$ cat src/rtl/toy_imem_arbiter.sv
// Round-robin arbiter sharing one memory port between fetch and LSU, in-order response routing.
// Optional perf counters are compiled in when TOY_IMEM_ARB_PERF_EN is defined.
module toy_imem_arbiter #(
    parameter int ADDR_WIDTH = 32,
    parameter int DATA_WIDTH = 32,
    parameter int OST_DEPTH  = 4
) (
    input  logic                      clk,
    input  logic                      rst_n,
    input  logic                      f_req_vld,
    output logic                      f_req_rdy,
    input  logic [ADDR_WIDTH-1:0]     f_req_addr,
    output logic                      f_ack_vld,
    input  logic                      f_ack_rdy,
    output logic [DATA_WIDTH-1:0]     f_ack_data,
    input  logic                      f_flush,
    input  logic                      d_req_vld,
    output logic                      d_req_rdy,
    input  logic [ADDR_WIDTH-1:0]     d_req_addr,
    input  logic                      d_req_wr,
    input  logic [DATA_WIDTH-1:0]     d_req_wdata,
    input  logic [DATA_WIDTH/8-1:0]   d_req_strb,
    output logic                      d_ack_vld,
    input  logic                      d_ack_rdy,
    output logic [DATA_WIDTH-1:0]     d_ack_data,
    output logic                      m_req_vld,
    input  logic                      m_req_rdy,
    output logic [ADDR_WIDTH-1:0]     m_req_addr,
    output logic                      m_req_wr,
    output logic [DATA_WIDTH-1:0]     m_req_wdata,
    output logic [DATA_WIDTH/8-1:0]   m_req_strb,
    input  logic                      m_ack_vld,
    output logic                      m_ack_rdy,
    input  logic [DATA_WIDTH-1:0]     m_ack_data,
    output logic [$clog2(OST_DEPTH):0] ost_cnt,
    output logic                      err_unexp_ack,
    output logic [31:0]               perf_stall_cnt,
    output logic [31:0]               perf_drop_cnt
);

    localparam int PW = $clog2(OST_DEPTH);
    localparam int CW = PW + 1;
    localparam logic SRC_F = 1'b0;
    localparam logic SRC_D = 1'b1;

    logic [OST_DEPTH-1:0] src_q, src_d;
    logic [OST_DEPTH-1:0] stale_q, stale_d;
    logic [PW-1:0]        wr_q, rd_q;
    logic [CW-1:0]        cnt_q;
    logic                 last_gnt_q, last_gnt_d;
    logic                 lock_q, lock_d;
    logic                 lock_src_q, lock_src_d;
    logic                 err_q;

    logic fifo_full, fifo_empty;
    logic lock_use, gnt, accept, push, pop;
    logic head_src, head_stale;

    assign fifo_full  = (cnt_q == CW'(OST_DEPTH));
    assign fifo_empty = (cnt_q == '0);

    // A held grant only survives while its owner keeps requesting.
    assign lock_use = lock_q & (lock_src_q ? d_req_vld : f_req_vld);

    always_comb begin
        gnt = SRC_F;
        if (lock_use) begin
            gnt = lock_src_q;
        end else if (f_req_vld && d_req_vld) begin
            gnt = ~last_gnt_q;
        end else begin
            gnt = d_req_vld;
        end
    end

    assign m_req_vld   = (f_req_vld | d_req_vld) & ~fifo_full;
    assign accept      = m_req_vld & m_req_rdy;
    assign push        = accept;
    assign f_req_rdy   = f_req_vld & (gnt == SRC_F) & m_req_rdy & ~fifo_full;
    assign d_req_rdy   = d_req_vld & (gnt == SRC_D) & m_req_rdy & ~fifo_full;
    assign m_req_addr  = gnt ? d_req_addr : f_req_addr;
    assign m_req_wr    = gnt & d_req_wr;
    assign m_req_wdata = gnt ? d_req_wdata : '0;
    assign m_req_strb  = gnt ? d_req_strb : '1;

    always_comb begin
        last_gnt_d = accept ? gnt : last_gnt_q;
        lock_d     = lock_q;
        lock_src_d = lock_src_q;
        if (accept) begin
            lock_d = 1'b0;
        end else if (m_req_vld && !m_req_rdy) begin
            lock_d     = 1'b1;
            lock_src_d = gnt;
        end else if (!lock_use) begin
            lock_d = 1'b0;
        end
    end

    assign head_src   = src_q[rd_q];
    assign head_stale = stale_q[rd_q];

    always_comb begin
        f_ack_vld = 1'b0;
        d_ack_vld = 1'b0;
        m_ack_rdy = 1'b1;
        if (!fifo_empty && !head_stale) begin
            if (head_src == SRC_D) begin
                d_ack_vld = m_ack_vld;
                m_ack_rdy = d_ack_rdy;
            end else begin
                f_ack_vld = m_ack_vld;
                m_ack_rdy = f_ack_rdy;
            end
        end
    end

    assign f_ack_data = m_ack_data;
    assign d_ack_data = m_ack_data;
    assign pop        = m_ack_vld & m_ack_rdy & ~fifo_empty;

    // Flush marks every fetch slot; a same-cycle push overwrites its slot clean.
    always_comb begin
        src_d   = src_q;
        stale_d = stale_q | ({OST_DEPTH{f_flush}} & ~src_q);
        if (push) begin
            src_d[wr_q]   = gnt;
            stale_d[wr_q] = 1'b0;
        end
    end

    always_ff @(posedge clk or negedge rst_n) begin
        if (!rst_n) begin
            src_q      <= '0;
            stale_q    <= '0;
            wr_q       <= '0;
            rd_q       <= '0;
            cnt_q      <= '0;
            last_gnt_q <= SRC_F;
            lock_q     <= 1'b0;
            lock_src_q <= SRC_F;
            err_q      <= 1'b0;
        end else begin
            src_q      <= src_d;
            stale_q    <= stale_d;
            last_gnt_q <= last_gnt_d;
            lock_q     <= lock_d;
            lock_src_q <= lock_src_d;
            err_q      <= err_q | (m_ack_vld & fifo_empty);
            if (push) wr_q <= wr_q + 1'b1;
            if (pop)  rd_q <= rd_q + 1'b1;
            unique case ({push, pop})
                2'b10:   cnt_q <= cnt_q + 1'b1;
                2'b01:   cnt_q <= cnt_q - 1'b1;
                default: cnt_q <= cnt_q;
            endcase
        end
    end

    assign ost_cnt       = cnt_q;
    assign err_unexp_ack = err_q;

`ifdef TOY_IMEM_ARB_PERF_EN
    logic [31:0] stall_q, drop_q;
    logic        stall_ev, drop_ev;

    assign stall_ev = (f_req_vld & ~(accept & (gnt == SRC_F)))
                    | (d_req_vld & ~(accept & (gnt == SRC_D)));
    assign drop_ev  = pop & head_stale;

    always_ff @(posedge clk or negedge rst_n) begin
        if (!rst_n) begin
            stall_q <= '0;
            drop_q  <= '0;
        end else begin
            if (stall_ev && stall_q != '1) stall_q <= stall_q + 1'b1;
            if (drop_ev && drop_q != '1)   drop_q  <= drop_q + 1'b1;
        end
    end

    assign perf_stall_cnt = stall_q;
    assign perf_drop_cnt  = drop_q;
`else
    assign perf_stall_cnt = '0;
    assign perf_drop_cnt  = '0;
`endif

endmodule

$ cat config.mk
export PLATFORM = sky130hd
export DESIGN_NAME = toy_imem_arbiter
export DESIGN_NICKNAME = d
export VERILOG_FILES = /design/src/rtl/toy_imem_arbiter.sv
export SDC_FILE = /design/constraint.sdc
export NUM_CORES = 1
export LEC_CHECK = 0
export ABC_CLOCK_PERIOD_IN_PS = 7100
export BUFFER_PORTS_ARGS = -buffer_cell sky130_fd_sc_hd__buf_4
export CAP_MARGIN = 10
export CORE_AREA = 2 2 137 139
export DETAILED_ROUTE_END_ITERATION = 8
export DIE_AREA = 0 0 139 141
export SYNTH_ARGS = -nofsm -noshare
export SYNTH_HDL_FRONTEND = slang
export SYNTH_SLANG_ARGS = --single-unit
$ cat constraint.sdc
create_clock -name clk -period 7.1 [get_ports clk]
set_input_delay 1.42 -clock clk [delete_from_list [all_inputs] [get_ports clk]]
set_output_delay 1.42 -clock clk [all_outputs]
set_load 0.02 [all_outputs]
==> run summary <==
# clock sinks: 19
# setup viols final: 0
Clk Latency, worst-skew pair: 250 ps
Slew Viols, Final: 0
library cells used by synthesis: 34
Bufs on Longest Clock Path: 2
Worst Tran Pin Value: 770 ps
max cap viols: 0
Syn Area/Cell: 8.93 um^2
Seq/Total Area, Yosys: 16.9%
Via density: 3.38
Hold Path Class: flip-flop to flip-flop
FF-to-FF path depth: 10
Die X: 139 um
Worst Skew: 5.31 ps
Switching Share: 44.5%
vias in the first global route: 2,109
# resized after CTS: 0
Crit path required time: 5680 ps
layout overhead on the synthesized area: 34.9%
final hold vios: 0
core area: 18,300 um^2
I/O Pins: 349
post-synthesis cell type with the largest combined area: buf_4
Ys Warns: 0
FILL cells: 2,035
Placed Area: 3730 um^2
outcome: finished, final reports clean
total die area: 19,600 um^2
CTS Root Cell: clkbuf_16
Initial Utilization: 15.4%
Hold Path Depth: 1
row cnt: 50
CP Capture Type: output port
clock share of power: 12.5%
Num CTS Buffers: 3
largest net degree at the start of global routing: 39
Mapped Cells: 316
Worst Path Max Fanout: 37
part of the power in registers: 22.0%
post-CTS setup buffers: 0
switching power: 0.000424 W
Leak Pwr: 2.13 nW
antenna violations before repair: 1
global route overflow: 0
top cells by area, synth: buf_4, dfrtp_1, mux2_4
post-synth top area share: 34.3%
nets@finish: 580
Routed Antenna Nets: 0
via count: 2,251
Initial DRC Count: 68
unrepaired setup endpoints after global routing: false
Crit Path Class: input port to output port
routability congestion estimate: 0.747
Hold Buf Count CTS: 0
PD cells: 250 nW/um^2
die height: 141 um
drt wl/cell: 12.4 um
# H-tree levels: 1
Port-buffer cells: 188
WP data arrival: 3050 ps
Internal Power: 0.000528 W
gr usage total: 7.62%
number of remaining DRC errors: 0
period utilization: 63.0%
CP Launch Type: input port
first-pass GRT wire length: 12,000 um
detailed placement HPWL: 6880 um
Synth Register Bits: 19
most frequent cells in the layout: buf_4, conb_1, and3_1
Finished Cell Area: 3810 um^2
fmax: 0.224 GHz
CTS tree: done
Combinational Power Share: 65.5%
crit path time final: 4470 ps
clock-pin slew on the worst setup and hold paths: 50 ps
worst vdd ir: 0.207 mV
layout cells sized above 1: 54.5%
Cell Area, Synth: 2820 um^2
total negative slack: 0 ps
Diodes inserted: 0
Total Routed Length: 8220 um
Rel. slew slack: 48.5%
drt pass-1 iters: 4
commonest non-fill, non-tap cell in the layout: buf_4
[per-layer routing]
layer	up-vias	GRT usage, %	part of all wire [%]	routed length (um)
li1	1074	-	-	-
met1	1006	9.28	39	3190
met2	136	12.1	46	3780
met3	33	2.62	11	936
met4	2	3.67	3.7	302
met5	-	0	0.16	13
[power groups by stage]
| stage | Combinational (W) | Sequential (W) | Clock [W] |
|---|---|---|---|
| final | 0.000623 | 0.000209 | 0.000119 |
| after global routing | 0.000676 | 0.000220 | 0.000125 |
| after CTS | 0.000627 | 0.000209 | 0.000120 |
| after detailed placement | 0.000624 | 0.000211 | 0 |
| after global placement | 0.000620 | 0.000209 | 0 |
| after floorplan | 0.000495 | 0.000209 | 0 |
[cell usage after synthesis]
cell type / number
a21boi_0: 1
a21o_1: 2
a21oi_1: 11
a31o_2: 1
and2_1: 2
and3_1: 35
buf_2: 2
buf_4: 129
buf_6: 3
clkbuf_1: 6
conb_1: 1
dfrtp_1: 19
fa_1: 1
ha_1: 5
inv_1: 12
mux2_2: 12
mux2_4: 25
mux2i_1: 8
mux2i_4: 1
nand2_1: 13
nand2_4: 1
nand2b_1: 4
nor2_1: 4
nor2b_1: 3
nor3_1: 2
nor3b_2: 2
o211ai_1: 1
o21ai_0: 1
o21ai_4: 1
o21bai_1: 1
o31a_1: 1
or2_1: 1
xnor2_1: 2
xor2_1: 3
[kinds of logic (layout without fill, tap and decap cells)]
family | count (synthesis) | after routing | synth area share (%)
muxes | 46 | 46 | 21.7
DFF | 19 | 19 | 16.9
xor gates and xnor gates | 5 | 5 | 1.55
and+or+nand+nor | 67 | 67 | 13.9
other | 1 | 64 | 0.133
AOI/OAI and AO/OA | 20 | 20 | 4.66
buffers and inverters | 152 | 204 | 38.3
adders and majority gates | 6 | 6 | 2.93
[per-stage QoR]
step / util (%) / setup WS, ps / power [W] / std cells / hold WS (ps)
after floorplan: - / 3470 / 0.000704 / 379 / 442
after global placement: 20.4 / 2670 / 0.000829 / 661 / 453
after detailed placement: 20.4 / 2640 / 0.000835 / 661 / 457
after CTS: 20.8 / 2640 / 0.000956 / 665 / 473
after global routing: 20.8 / 2530 / 0.00102 / 665 / 492
final: 20.8 / 2630 / 0.000951 / 665 / 471
[cell type report]
type	count	area [um^2]	share of cell area, %
clock buffer	3	75.1	1.97
clock inverter	1	5.00	0.131
inverter	12	45.0	1.18
multi-input combinational	208	1500	39.5
sequential	19	475	12.5
tap	234	293	7.69
timing repair buffer	188	1410	37.1
[registers in the layout, indices dropped and copies added (netlist names)]
name,count
src_q,4
stale_q,4
ost_cnt,3
rd_q,2
wr_q,2
err_unexp_ack,1
last_gnt_q,1
lock_q,1
lock_src_q,1
[worst paths after layout]
check / from / to / slack [ps]
setup / recovery: f_req_vld / m_req_addr[0] / 2630
hold / removal: last_gnt_q$_DFFE_PN0P_ / last_gnt_q$_DFFE_PN0P_ / 470
setup reg to reg: rd_q[1]$_DFFE_PN0P_ / ost_cnt[2]$_DFFE_PN0P_ / 4450
hold reg to reg: last_gnt_q$_DFFE_PN0P_ / last_gnt_q$_DFFE_PN0P_ / 470
max in group asynchronous: rst_n / last_gnt_q$_DFFE_PN0P_ / 5860
min in group asynchronous: rst_n / err_unexp_ack$_DFF_PN0_ / 1030
[critical path, cell delays in order]
cell,delay [ps]
buf_4,130
o21ai_4,280
nand2_4,540
mux2_2,470
buf_4,160
Power figures use the tool's default switching activity.
